`src/rtl/sim_ctrl_dev.sv`:
```
`default_nettype none
// ============================================================================
// Module      : sim_ctrl_dev
// Description : Memory-mapped simulation-control device on the data bus.
//               Stores to SIG_ADDR are queued in a FIFO and streamed out on a
//               valid/ready port. A store to HALT_ADDR freezes the cycle
//               counter, lets the FIFO drain, then raises halted. Loads from
//               CYCLE_ADDR return the cycle counter.
// Ports       : clk, rst          - clock, synchronous active-high reset
//               addr, data_in,
//               write_en, read_en - core data-bus request
//               hit, stall        - combinational bus responses
//               data_out          - registered load data
//               sig_valid, sig_data, sig_ready - signature stream
//               halted, halt_code - halt status and captured halt code
//               cycle_count       - free-running counter, frozen at halt
// Revision    : 1.0 - initial release
// ============================================================================
module sim_ctrl_dev #(
    parameter int          DATA_WIDTH = 32,
    parameter int          FIFO_DEPTH = 8,
    parameter logic [31:0] SIG_ADDR   = 32'h8E00_0000,
    parameter logic [31:0] HALT_ADDR  = 32'h8F00_0000,
    parameter logic [31:0] CYCLE_ADDR = 32'h8F00_0004
) (
    input  logic                  clk,
    input  logic                  rst,
    input  logic [31:0]           addr,
    input  logic [DATA_WIDTH-1:0] data_in,
    input  logic                  write_en,
    input  logic                  read_en,
    output logic                  hit,
    output logic                  stall,
    output logic [DATA_WIDTH-1:0] data_out,
    output logic                  sig_valid,
    output logic [DATA_WIDTH-1:0] sig_data,
    input  logic                  sig_ready,
    output logic                  halted,
    output logic [DATA_WIDTH-1:0] halt_code,
    output logic [31:0]           cycle_count
);

    localparam int               c_PTR_W   = $clog2(FIFO_DEPTH);
    localparam logic [c_PTR_W:0] c_PTR_ONE = {{c_PTR_W{1'b0}}, 1'b1};

    typedef enum logic [1:0] {
        ST_RUN     = 2'd0,
        ST_DRAIN   = 2'd1,
        ST_HALTED  = 2'd2
    } state_t;

    state_t r_state;
    state_t w_state_next;

    // FIFO storage and pointers; the extra MSB is the wrap bit that tells
    // full from empty when the index bits match.
    logic [DATA_WIDTH-1:0] r_mem [FIFO_DEPTH];
    logic [c_PTR_W:0]      r_wr_ptr;
    logic [c_PTR_W:0]      r_rd_ptr;

    logic [31:0]           r_cycle;
    logic [DATA_WIDTH-1:0] r_halt_code;
    logic [DATA_WIDTH-1:0] r_data_out;

    logic w_sig_sel;
    logic w_halt_sel;
    logic w_cycle_sel;
    logic w_sig_wr;
    logic w_halt_acc;
    logic w_empty;
    logic w_full;
    logic w_push;
    logic w_pop;
    logic w_run;

    // ------------------------------------------------------------------
    // Address decode and bus responses
    // ------------------------------------------------------------------
    assign w_sig_sel   = (addr == SIG_ADDR);
    assign w_halt_sel  = (addr == HALT_ADDR);
    assign w_cycle_sel = (addr == CYCLE_ADDR);
    assign w_run       = (r_state == ST_RUN);

    assign w_sig_wr    = write_en && w_sig_sel;
    assign w_halt_acc  = write_en && w_halt_sel && w_run;

    assign w_empty = (r_wr_ptr == r_rd_ptr);
    assign w_full  = (r_wr_ptr[c_PTR_W] != r_rd_ptr[c_PTR_W]) &&
                     (r_wr_ptr[c_PTR_W-1:0] == r_rd_ptr[c_PTR_W-1:0]);

    // Full is judged before any same-cycle pop, so a store into a full
    // FIFO always waits at least one cycle.
    assign w_push = w_sig_wr && w_run && !w_full;
    assign w_pop  = !w_empty && sig_ready;

    assign hit   = (write_en || read_en) && (w_sig_sel || w_halt_sel || w_cycle_sel);
    assign stall = w_sig_wr && w_full && w_run;

    // ------------------------------------------------------------------
    // FSM: state register
    // ------------------------------------------------------------------
    always_ff @(posedge clk) begin
        if (rst) begin
            r_state <= ST_RUN;
        end else begin
            r_state <= w_state_next;
        end
    end

    // ------------------------------------------------------------------
    // FSM: next state and status output
    // ------------------------------------------------------------------
    always_comb begin
        w_state_next = r_state;
        halted       = 1'b0;
        case (r_state)
            ST_RUN: begin
                if (w_halt_acc) begin
                    w_state_next = ST_DRAIN;
                end
            end
            ST_DRAIN: begin
                // Looks at the registered pointers, so a FIFO emptied by a
                // pop at edge M is seen here and HALTED is entered at M+1.
                if (w_empty) begin
                    w_state_next = ST_HALTED;
                end
            end
            ST_HALTED: begin
                halted = 1'b1;
            end
            default: begin
                w_state_next = ST_RUN;
            end
        endcase
    end

    // ------------------------------------------------------------------
    // FIFO pointers
    // ------------------------------------------------------------------
    always_ff @(posedge clk) begin
        if (rst) begin
            r_wr_ptr <= '0;
            r_rd_ptr <= '0;
        end else begin
            if (w_push) begin
                r_wr_ptr <= r_wr_ptr + c_PTR_ONE;
            end
            if (w_pop) begin
                r_rd_ptr <= r_rd_ptr + c_PTR_ONE;
            end
        end
    end

    // Storage needs no reset; contents are discarded by clearing pointers.
    always_ff @(posedge clk) begin
        if (w_push) begin
            r_mem[r_wr_ptr[c_PTR_W-1:0]] <= data_in;
        end
    end

    assign sig_valid = !w_empty;
    assign sig_data  = r_mem[r_rd_ptr[c_PTR_W-1:0]];

    // ------------------------------------------------------------------
    // Cycle counter, halt code and load data
    // ------------------------------------------------------------------
    always_ff @(posedge clk) begin
        if (rst) begin
            r_cycle     <= 32'd0;
            r_halt_code <= '0;
            r_data_out  <= '0;
        end else begin
            // The halt-accepting cycle is already frozen.
            if (w_run && !w_halt_acc) begin
                r_cycle <= r_cycle + 32'd1;
            end
            if (w_halt_acc) begin
                r_halt_code <= data_in;
            end
            if (read_en && w_cycle_sel) begin
                r_data_out <= DATA_WIDTH'(r_cycle);
            end else if (read_en && (w_sig_sel || w_halt_sel)) begin
                r_data_out <= '0;
            end
        end
    end

    assign cycle_count = r_cycle;
    assign halt_code   = r_halt_code;
    assign data_out    = r_data_out;

endmodule
`default_nettype wire

```
`config.mk`:
```
export PLATFORM = sky130hd
export DESIGN_NAME = sim_ctrl_dev
export DESIGN_NICKNAME = d
export VERILOG_FILES = /design/src/rtl/sim_ctrl_dev.sv
export SDC_FILE = /design/constraint.sdc
export NUM_CORES = 1
export LEC_CHECK = 0
export CAP_MARGIN = 20
export CORE_MARGIN = 3
export CORE_UTILIZATION = 45
export CTS_CLUSTER_DIAMETER = 60
export DETAILED_ROUTE_END_ITERATION = 8
export PLACE_DENSITY = 0.72
export SKIP_CTS_REPAIR_TIMING = 1
export SYNTH_ARGS = -nofsm -noshare
export SYNTH_HDL_FRONTEND = slang
export SYNTH_SLANG_ARGS = --single-unit
```
`constraint.sdc`:
```
create_clock -name clk -period 10.2 [get_ports clk]
set_input_delay 2.04 -clock clk [delete_from_list [all_inputs] [get_ports clk]]
set_output_delay 2.04 -clock clk [all_outputs]
set_load 0.005 [all_outputs]
```
* Word-level counts from Yosys, hierarchy flattened
Memories as Yosys holds them, arrays and structs flattened. A register that Yosys moved wholly into a read port is not among the register bits. Index checks and enable logic that the tools add are counted.
Word-level totals: memories kept 1, word-level logic and storage cells 53, bits in writable memories 256, flip-flop bits (word level) 106
Cells by class: add/subtract/negate cells 3, mux-type cells 10, eq/ne operators 10, bitwise operators 1, reductions and logical operators 22
Memory list:
- r_mem | depth 8, width 32, read ports 1, clocked after memory_dff 1, wr ports 1, RTL line 57 | logic [DATA_WIDTH-1:0] r_mem [FIFO_DEPTH];
Operators with widths (count):
- $eq A32 B32 Y1 const B | 3
- $mux W32 | 2
- $add A32 B1 Y32 const B | 1
- $logic_and A1 B1 Y1 | 13
- $add A4 B1 Y4 const B | 2
- $mux W3 | 2
- $pmux W2 S3 | 1
- $eq A4 B4 Y1 | 1
- $mux W2 | 2
- $ne A2 B2 Y1 const B | 2
- $eq A3 B3 Y1 | 1
- $logic_not A1 Y1 | 3
- $logic_or A1 B1 Y1 | 3
- $mux W1 | 3
- $reduce_and A3 Y1 | 1
- $eq A2 B1 Y1 const B | 1
- $eq A2 B2 Y1 const B | 1
- $logic_not A2 Y1 | 1
- $reduce_bool A2 Y1 | 1
- $ne A1 B1 Y1 | 1
- $not A1 Y1 | 1

* Depth between registers and ports, before layout
Gate-level depths: netlist of run 1.
depth in word-level cells 6, depth in mapped cells 7, gate-level depth less buffers 6

* Least setup slack after synthesis of run 1
Ideal clock, no wire load.
path kind input-to-reg, start input addr[6], end memory r_mem[4][0] (enable), setup slack 3.211 ns, stages 5, arrival 6.476 ns, buffers on the path 0, data required time 9.687 ns, cells stage by stage nor4_2 nand4_2 nor4_1 o21ai_1 nor4b_1
On the way: longest elaborated chain between the ends 6
RTL lines:
- start: declaration | RTL line 28 | input logic [31:0] addr,
- $eq A32 B32 Y1 | RTL line 79 | assign w_sig_sel = (addr == SIG_ADDR);
- $logic_and A1 B1 Y1 | RTL line 84 | assign w_sig_wr = write_en && w_sig_sel;
- $logic_and A1 B1 Y1 (2 in series) | RTL line 93 | assign w_push = w_sig_wr && w_run && !w_full;
- $mux W1 | RTL line 157 | if (w_push) begin
- $mux W1 (implied by the code) | RTL line 158 | r_mem[r_wr_ptr[c_PTR_W-1:0]] <= data_in;
- end: declaration | RTL line 57
Every way passes these cells.

* Final worst setup path of run 1
start input addr[3], end output stall
On the way: longest elaborated chain between the ends 4
RTL lines:
- $eq A32 B32 Y1 | RTL line 79
- $logic_and A1 B1 Y1 | RTL line 84
- $logic_and A1 B1 Y1 (2 in series) | RTL line 97 | assign stall = w_sig_wr && w_full && w_run;
- end: declaration | RTL line 33 | output logic stall,
Every way passes these cells.

==> metrics.md, run 1 <==
| Metric | Value |
|---|---|
| H-tree levels | `2` |
| Initial Util | `0.460` |
| Power Density | `167 nW/um^2` |
| Initial antenna violation count | `1` |
| Cells after Synth | `886` |
| Yosys reg bits | `365` |
| CP bufs+invs | `2` |
| Ys Warns | `0` |
| Area grow syn2layout | `25.9%` |
| Critical Path Fanout Max | `9` |
| CP Cell Sequence | `clkdlybuf4s50_1, nor4_4, nand4_2, or4_1, nor3_1, clkdlybuf4s50_1` |
| Die width | `183 um` |
| Num rows | `64` |
| Boundary Pins | `201` |
| Multi-input logic area | `4140 sq um` |
| Share of layout cells above drive strength 1 | `0.179` |
| Max Cap Viol | `0` |
| Netlist cell types | `47` |
| ANT cells | `0` |
| Via count | `8418` |
| Clk sinks | `365` |
| WL final | `31400 um` |
| Total power | `2980 uW` |
| IR Drop Worst-Case VDD | `0.0000965 V` |
| Crit path launch type | `input pin` |
| Period utilisation layout | `0.660` |
| Worst min path class | `reg -> reg` |
| Register Area | `9880 sq um` |
| Antenna viol nets, final | `0` |
| Syn nets | `958` |
| CTS Buf Count | `39` |
| TritonCTS clock tree | `built` |
| Slew Limit Fails | `0` |
| Post-Place Cells | `1440` |
| Synth Cell Area | `14200 sq um` |
| Tmin final | `6730 ps` |
| WP data required | `8160 ps` |
| WL per Instance | `20.8 um` |
| Nature of the critical path endpoint | `output pin` |
| First-iteration detailed-routing DRC count | `650` |
| Non-Filler Instances | `1510` |
| First-pass iteration count of the detailed router | `4` |
| Delay-heaviest family, CP | `simple AND/OR/NAND/NOR gates` |
| Final Skew | `9.50 ps` |
| Filler Cell Count | `2364` |
| Die footprint | `33700 sq um` |
| Slew margin rel. | `0.319` |
| Crit Path Class | `in -> out` |
| First-pass GRT wire length | `49800 um` |
| Vias in the first global route | `8805` |
| Pleak | `0.00553 uW` |
| Final Hold Viols | `0` |
| Setup TNS | `0 ps` |
| DR DRC count | `0` |
| Number of synthesized flops with an enable pin | `256` |
| DP HPWL | `19000 um` |
| Avg Cell Area, Syn | `16.0 sq um` |
| RSZ-0062 raised after global routing | `no` |
| Fmax | `148 MHz` |
| Clock transition at the registers of the reported paths | `60 ps` |
| Final setup vio count | `0` |
| Final Cell Area | `17800 sq um` |
| Ys async rst share | `0` |
| Most frequent CP cell | `clkdlybuf4s50_1` |
| Sequential area share after synthesis | `0.696` |
| CP peak stage delay | `700 ps` |
| Total grt overflow | `0` |
| Status | `completed` |
| Port bufs | `200` |
| Core area | `30800 sq um` |
| Crit path DAT | `4690 ps` |
| Longest Clk Path Bufs | `3` |
| Final nets | `1157` |
| Ys flop type | `edfxtp_1` |
| Vias per cell | `5.57` |
| Placed cell areas | `16600 sq um` |
| Die Y | `183 um` |
| Latest clock arrival within the worst-skew pair | `510 ps` |
| CTS root buf | `clkbuf_16` |
| Largest net degree at the start of global routing | `84` |
| Gp weighted congestion | `0.797` |
| Slowest stage cell, crit path | `or4_1` |
| Least-Margin Pin Slew | `1020 ps` |
| GRT Util Overall | `0.188` |
per-stage QoR:
| step | utilization | hold WS, ps | worst slack [ps] |
|---|---|---|---|
| after CTS | 0.579 | 452 | 3380 |
| after global placement | 0.539 | 438 | 3410 |
| after floorplan | - | 448 | 3210 |
| after global routing | 0.579 | 474 | 3280 |
| after detailed placement | 0.539 | 443 | 3380 |
| final | 0.579 | 450 | 3470 |
worst reg2reg max path, cell delays in order (launching register included):
cell,delay (ps)
dfxtp_1,330
or2_1,500
or2_2,440
nor4_1,430
o21ai_1,430
nor4b_2,890
buf_4,520
cell type report:
class | instances | area share
Clock inverter | 13 | 0.00547
Timing Repair Buffer | 213 | 0.118
Inverter | 4 | 0.000842
Tap cell | 396 | 0.0278
Sequential cell | 365 | 0.554
Clock buffer | 57 | 0.0626
Multi-Input combinational cell | 462 | 0.232
synthesized netlist by cell type (all sizes together) (3+ instances only):
| cell | number | area (sq um) |
|---|---|---|
| a21oi | 64 | 320 |
| a22o | 32 | 280 |
| and4 | 3 | 26.3 |
| and4b | 3 | 30.0 |
| buf | 13 | 56.3 |
| clkbuf | 42 | 158 |
| dfxtp | 109 | 2180 |
| edfxtp | 256 | 7690 |
| ha | 3 | 37.5 |
| inv | 4 | 15.0 |
| mux2 | 37 | 417 |
| mux4 | 64 | 1440 |
| nand2 | 84 | 315 |
| nand3 | 18 | 90.1 |
| nand3b | 4 | 30.0 |
| nand4 | 12 | 96.3 |
| nor2 | 22 | 82.6 |
| nor2b | 5 | 31.3 |
| nor3 | 11 | 55.1 |
| nor4 | 11 | 141 |
| nor4b | 4 | 50.1 |
| o21ai | 6 | 30.0 |
| o31ai | 24 | 180 |
| or2 | 3 | 18.8 |
| or3 | 3 | 18.8 |
| or4 | 28 | 211 |
| xnor2 | 4 | 35.0 |
| xor2 | 3 | 26.3 |
per-layer routing:
metal	track usage	vias to the layer above	wire length (um)
met5	0	-	10
met4	0.0463	2	554
met3	0.0518	44	2050
met2	0.309	255	15500
met1	0.253	4211	13400
li1	-	3906	-
cell usage in the layout, fill, tap and decap left out, types with 4 or more instances in the layout:
master | netlist | layout
nor3_1 | 11 | 8
clkdlybuf4s50_1 | 0 | 199
o31ai_1 | 24 | 24
nor4_4 | 4 | 5
nand4_1 | 10 | 10
or4_1 | 27 | 27
mux2_2 | 37 | 37
a22o_1 | 32 | 32
nand2_1 | 84 | 84
a21oi_1 | 64 | 63
inv_1 | 4 | 4
mux4_2 | 64 | 64
clkbuf_1 | 42 | 12
nand3_1 | 18 | 18
nand3b_1 | 4 | 4
edfxtp_1 | 256 | 256
nor2b_1 | 5 | 5
buf_4 | 0 | 14
xnor2_1 | 4 | 4
dfxtp_1 | 109 | 106
clkbuf_16 | 0 | 41
nor2_1 | 22 | 21
o21ai_0 | 5 | 5
clkinv_2 | 0 | 5
kinds of logic (layout without fill, tap and decap cells):
family          after synthesis  in the layout  synth area share
flops                       365            365             0.696
simple gates                220            220            0.0892
compound gates              131            131            0.0601
mux                         101            101             0.131
buf+inv                      59            287            0.0162
xor+xnor                      7              7           0.00433
fa+ha+maj                     3              3           0.00265
where the power goes:
group	switching, uW	total [uW]	internal (uW)
sequential	1.72	1580	1580
clock	544	1330	787
combinational	32.3	61.3	28.9
state kept, by name (all words and copies together), names as in the netlist, named ones only:
signal       cells
r_state          2
r_wr_ptr         4
data_out        32
halt_code       32
r_rd_ptr         4
r_mem          256
cycle_count     32
final timing paths:
check | startpoint | endpoint | slack [ps] | cells after the start
max | addr[3] | stall | 3470 | 6
min | halt_code[22] | halt_code[22] | 450 | 2
max reg2reg | r_state[1] | r_mem[4][21] | 6300 | 6
min reg2reg | halt_code[22] | halt_code[22] | 450 | 2
Note: power is estimated with default switching activity, not from simulation.
==> run 2: changes to the inputs <==
--- a/config.mk
+++ b/config.mk
@@ -10,7 +10,7 @@
 export CORE_UTILIZATION = 45
 export CTS_CLUSTER_DIAMETER = 60
 export DETAILED_ROUTE_END_ITERATION = 8
-export PLACE_DENSITY = 0.72
+export PLACE_DENSITY = 0.74
 export SKIP_CTS_REPAIR_TIMING = 1
 export SYNTH_ARGS = -nofsm -noshare
 export SYNTH_HDL_FRONTEND = slang
==> constraint.sdc (replaced) <==
create_clock -name clk -period 5.8 [get_ports clk]
set_input_delay 1.16 -clock clk [delete_from_list [all_inputs] [get_ports clk]]
set_output_delay 1.16 -clock clk [all_outputs]
set_load 0.005 [all_outputs]
==> run 2 against run 1 <==
Effect of this change: non-clock buffer count grew 6; clock-buffer cell count shrank 5; critical path type unchanged; final cell count grew 0.33%; final area grew 0.19%; global-route usage grew 0.11 points; clock skew grew 5.0 ps; combinational power grew 78%; largest cell class unchanged; critical path depth is the same; sequential cell count is the same; clock power grew 73%; via count grew 2.3%; hold slack lost 1.9 ps.
==> metrics.md, run 2 (same netlist as run 1, synthesis figures left out) <==
| Metric | Value |
|---|---|
| Critical Path Fanout Max | `9` |
| WP data required | `4640 ps` |
| Latest clock arrival within the worst-skew pair | `520 ps` |
| Max Cap Viol | `0` |
| GRT Util Overall | `0.190` |
| Initial antenna violation count | `0` |
| Power Density | `291 nW/um^2` |
| Antenna viol nets, final | `0` |
| Final setup vio count | `0` |
| WL per Instance | `21.0 um` |
| Most frequent cells in the layout | `edfxtp_1 (256), clkdlybuf4s50_1 (199), dfxtp_1 (106)` |
| Setup TNS | `0 ps` |
| Longest Clk Path Bufs | `3` |
| Final Skew | `14.5 ps` |
| Final Hold Viols | `0` |
| Least-Margin Pin Slew | `985 ps` |
| First-iteration detailed-routing DRC count | `501` |
| Clk sinks | `365` |
| First-pass iteration count of the detailed router | `5` |
| Share of layout cells above drive strength 1 | `0.183` |
| Max reg flops | `256` |
| Busiest layer in global routing | `met2` |
| Fmax | `210 MHz` |
| Via count | `8609` |
| Area grow syn2layout | `26.1%` |
| Port bufs | `200` |
| CTS Buf Count | `38` |
| Die footprint | `33700 sq um` |
| Pleak | `0.00556 uW` |
| Crit path DAT | `3610 ps` |
| Num rows | `64` |
| Hold Slack | `448 ps` |
| GR met2 Demand/Resource | `0.322` |
| Vias per cell | `5.68` |
| Period utilisation layout | `0.823` |
| Largest net degree at the start of global routing | `84` |
| Status | `completed` |
| H-tree levels | `2` |
| Crit path launch type | `input pin` |
| Nature of the critical path endpoint | `output pin` |
| Commonest non-fill, non-tap cell in the layout | `edfxtp_1` |
| First-pass GRT wire length | `50200 um` |
| Boundary Pins | `201` |
| Initial Util | `0.460` |
| CTS root buf | `clkbuf_16` |
| Die width | `183 um` |
| Die Y | `183 um` |
| Worst min path class | `reg -> reg` |
| Clock transition at the registers of the reported paths | `60 ps` |
| TritonCTS clock tree | `built` |
| DP HPWL | `19400 um` |
| Met3 GRT Util | `0.0388` |
| IR Drop Worst-Case VDD | `0.000202 V` |
| WL final | `31800 um` |
| Slew margin rel. | `0.344` |
| Gp weighted congestion | `0.816` |
| Vias in the first global route | `8846` |
| Slew Limit Fails | `0` |
| GR Util met1 | `0.256` |
| DR DRC count | `0` |
| RSZ-0062 raised after global routing | `no` |
| Total grt overflow | `0` |
| Final nets | `1162` |
| Crit Path Class | `in -> out` |
| ANT cells | `0` |
| Core area | `30800 sq um` |
| Tmin final | `4770 ps` |
[run 2: changes by cell type in the layout (fill, tap and decap cells not counted), moves of 2 or more]
cell	change
clkbuf_16	-2
clkbuf_1	-2
buf_4	+5
clkinv_4	-2
inv_6	+2
clkinv_2	+4
[run 2: path summary, 6_finish.rpt]
| path | cells after the start | slack [ps] | end | startpoint |
|---|---|---|---|---|
| max | 6 | 1030 | stall | addr[3] |
| min | 2 | 450 | halt_code[14] | halt_code[14] |
| max reg2reg | 5 | 2530 | r_mem[5][3] | r_state[1] |
| min reg2reg | 2 | 450 | halt_code[14] | halt_code[14] |
[run 2: power breakdown]
group	switching [uW]	total (uW)	internal (uW)
clock network	971	2300	1330
registers	2.77	2790	2780
logic	57.7	109	50.8
total	1030	5200	4160
[run 2: worst max-delay path, stage by stage]
cell and delay, ps:
clkdlybuf4s50_1 450, nor4_4 320, nand4_2 270, or4_1 670, nor3_1 200, clkdlybuf4s50_1 540
[run 2: area by class of cell]
cell class | instances | area [sq um]
well taps | 396 | 495
clock buffers | 52 | 1050
clock inverters | 17 | 128
repair buffers | 219 | 2150
fillers | 2332 | 13000
flip-flops and latches | 365 | 9880
inverters | 4 | 15.0
multi-input cells | 462 | 4150
[run 2: metrics by stage]
step,area (sq um),util,worst slack [ps],instances,total power (uW)
floorplan,14200,-,-303,886,2860
detailed placement,16700,0.541,995,1445,2950
global route,17900,0.580,863,1515,5360
global placement,16700,0.541,1060,1445,2950
CTS,17900,0.579,997,1514,5250
finish,17900,0.580,1030,1515,5200
[run 2: per-layer routing]
metal,up-vias,routed length [um]
met5,-,0
met4,0,488
met3,40,2000
met2,290,16000
met1,4360,13400
li1,3919,-
==> run 3: changes to the inputs <==
--- a/config.mk
+++ b/config.mk
@@ -10,7 +10,7 @@
 export CORE_UTILIZATION = 45
 export CTS_CLUSTER_DIAMETER = 60
 export DETAILED_ROUTE_END_ITERATION = 8
-export PLACE_DENSITY = 0.74
+export PLACE_DENSITY = 0.72
 export SKIP_CTS_REPAIR_TIMING = 1
 export SYNTH_ARGS = -nofsm -noshare
 export SYNTH_HDL_FRONTEND = slang
==> constraint.sdc (replaced) <==
create_clock -name clk -period 4.45 [get_ports clk]
set_input_delay 0.89 -clock clk [delete_from_list [all_inputs] [get_ports clk]]
set_output_delay 0.89 -clock clk [all_outputs]
set_load 0.005 [all_outputs]
==> run 3 against run 2 <==
Effect of this change: hold slack gained 2.6 ps; clock-buffer cell count rose by 8; non-clock buffer count increased by 12; global-route usage up 0.18 points; critical path type unchanged; largest power group unchanged.
==> metrics.md, run 3 (same netlist as run 1, synthesis figures left out) <==
| Metric | Value |
|---|---|
| CTS Buf Count | `40` |
| Port bufs | `200` |
| Power Density | `379 nW/um^2` |
| Final worst slack | `322 ps` |
| ANT cells | `0` |
| Largest net degree at the start of global routing | `84` |
| Initial Util | `0.460` |
| Fmax | `242 MHz` |
| Post-Place Cells | `1458` |
| Period utilisation layout | `0.928` |
| Most frequent CP cell | `clkdlybuf4s50_1` |
| Area grow syn2layout | `27.7%` |
| WL per Instance | `21.1 um` |
| WP data required | `3560 ps` |
| WL final | `32300 um` |
| CTS root buf | `clkbuf_16` |
| Min-Delay Endpoint | `halt_code[24]` |
| RR Endpoint | `r_mem[5][29]` |
| Slowest stage cell, crit path | `or4_1` |
| Total power | `6860 uW` |
| Gp weighted congestion | `0.835` |
| H-tree levels | `2` |
| RSZ-0062 raised after global routing | `no` |
| Nature of the critical path endpoint | `output pin` |
| First-iteration detailed-routing DRC count | `595` |
| Crit path DAT | `3240 ps` |
| Most frequent cells in the layout | `edfxtp_1 (256), clkdlybuf4s50_1 (199), dfxtp_1 (106)` |
| Critical Path Fanout Max | `2` |
| Die footprint | `33700 sq um` |
| CP Cell Sequence | `clkdlybuf4s50_1, nor4b_4, nand4_4, or4_1, nor3_1, clkdlybuf4s50_1` |
| Reg-to-reg critical path startpoint | `r_state[1]` |
| Slew margin rel. | `0.289` |
| First-pass iteration count of the detailed router | `6` |
| Latest clock arrival within the worst-skew pair | `520 ps` |
| Non-Filler Instances | `1532` |
| Setup TNS | `0 ps` |
| DR DRC count | `0` |
| Initial antenna violation count | `0` |
| Max reg flops | `256` |
| Vias per cell | `5.60` |
| Clock transition at the registers of the reported paths | `60 ps` |
| Commonest non-fill, non-tap cell in the layout | `edfxtp_1` |
| Flop2flop setup slack | `1700 ps` |
| Die width | `183 um` |
| Tmin final | `4130 ps` |
| First-pass GRT wire length | `50500 um` |
| Num rows | `64` |
| Core Util, Final | `0.587` |
| Final Skew | `21.4 ps` |
| Final nets | `1176` |
| Total grt overflow | `0` |
| Crit path launch type | `input pin` |
| Max Cap Viol | `0` |
| Least-Margin Pin Slew | `1060 ps` |
| CP bufs+invs | `2` |
| Hold Path Stages | `2` |
| Vias in the first global route | `8810` |
| Delay-heaviest family, CP | `simple AND/OR/NAND/NOR gates` |
| Slew Limit Fails | `0` |
| Final Hold Viols | `0` |
| Antenna viol nets, final | `0` |
| Final setup vio count | `0` |
| Status | `completed` |
| CP peak stage delay | `610 ps` |
| Reg2reg path depth | `7` |
| CP Depth | `6` |
| HP Start | `halt_code[24]` |
| IR Drop Worst-Case VDD | `0.000226 V` |
| Longest Clk Path Bufs | `3` |
| Core area | `30800 sq um` |
| Crit Path Class | `in -> out` |
| Clk sinks | `365` |
| DP HPWL | `19800 um` |
| Boundary Pins | `201` |
| Worst min path class | `reg -> reg` |
| Die Y | `183 um` |
| Post-Place Setup Slack | `239 ps` |
| Share of layout cells above drive strength 1 | `0.189` |
| Pleak | `0.00565 uW` |
| TritonCTS clock tree | `built` |
| Via count | `8574` |
| GRT Util Overall | `0.191` |
## run 3: changes by cell type in the layout (fill, tap and decap cells not counted), moves of 2 or more
cell | before | now
buf_12 | 1 | 8
buf_4 | 19 | 24
clkbuf_1 | 10 | 17
clkbuf_16 | 39 | 41
clkinv_2 | 9 | 4
inv_6 | 2 | 4
## run 3: final cells by class
cell class,count,area [sq um]
Fill cell,2358,12700
Sequential cell,365,9880
Multi-Input combinational cell,462,4150
Timing Repair Buffer,231,2330
Clock buffer,60,1120
Tap cell,396,495
Clock inverter,14,109
Inverter,4,15.0
## run 3: metrics by stage
| stage | hold slack [ps] | cell area (sq um) |
|---|---|---|
| after detailed placement | 444 | 16900 |
| final | 451 | 18100 |
| after CTS | 452 | 18100 |
| after global routing | 471 | 18100 |
| after floorplan | 448 | 14200 |
| after global placement | 437 | 16900 |
## run 3: power by group
part | internal, uW | switching (uW)
Sequential | 3630 | 3.58
Combinational | 66.2 | 76.1
Clock | 1800 | 1280
Total | 5500 | 1360
## run 3: layer usage
layer / GRT usage / part of all wire / vias to the layer above
met1: 0.253 / 0.42 / 4319
met2: 0.324 / 0.50 / 255
li1: - / - / 3951
met3: 0.0429 / 0.064 / 49
met4: 0.0484 / 0.019 / 0
met5: 0 / 0 / -
## run 3: how the worst max path moves through the flow
stage                  end  startpoint  slack (ps)
3_3_place_gp         stall    addr[10]         260
2_1_floorplan  r_mem[1][0]     addr[6]       -1380
3_5_place_dp         stall    addr[29]         240
6_report             stall    addr[29]         320
4_1_cts              stall    addr[29]         240
5_1_grt              stall    addr[29]         200
## run 3: worst register-to-register path: cells and delay by family, from the launching register on
family	cells	cell delay, ps
buf+inv	2	460
flops	1	330
simple gates	5	1640
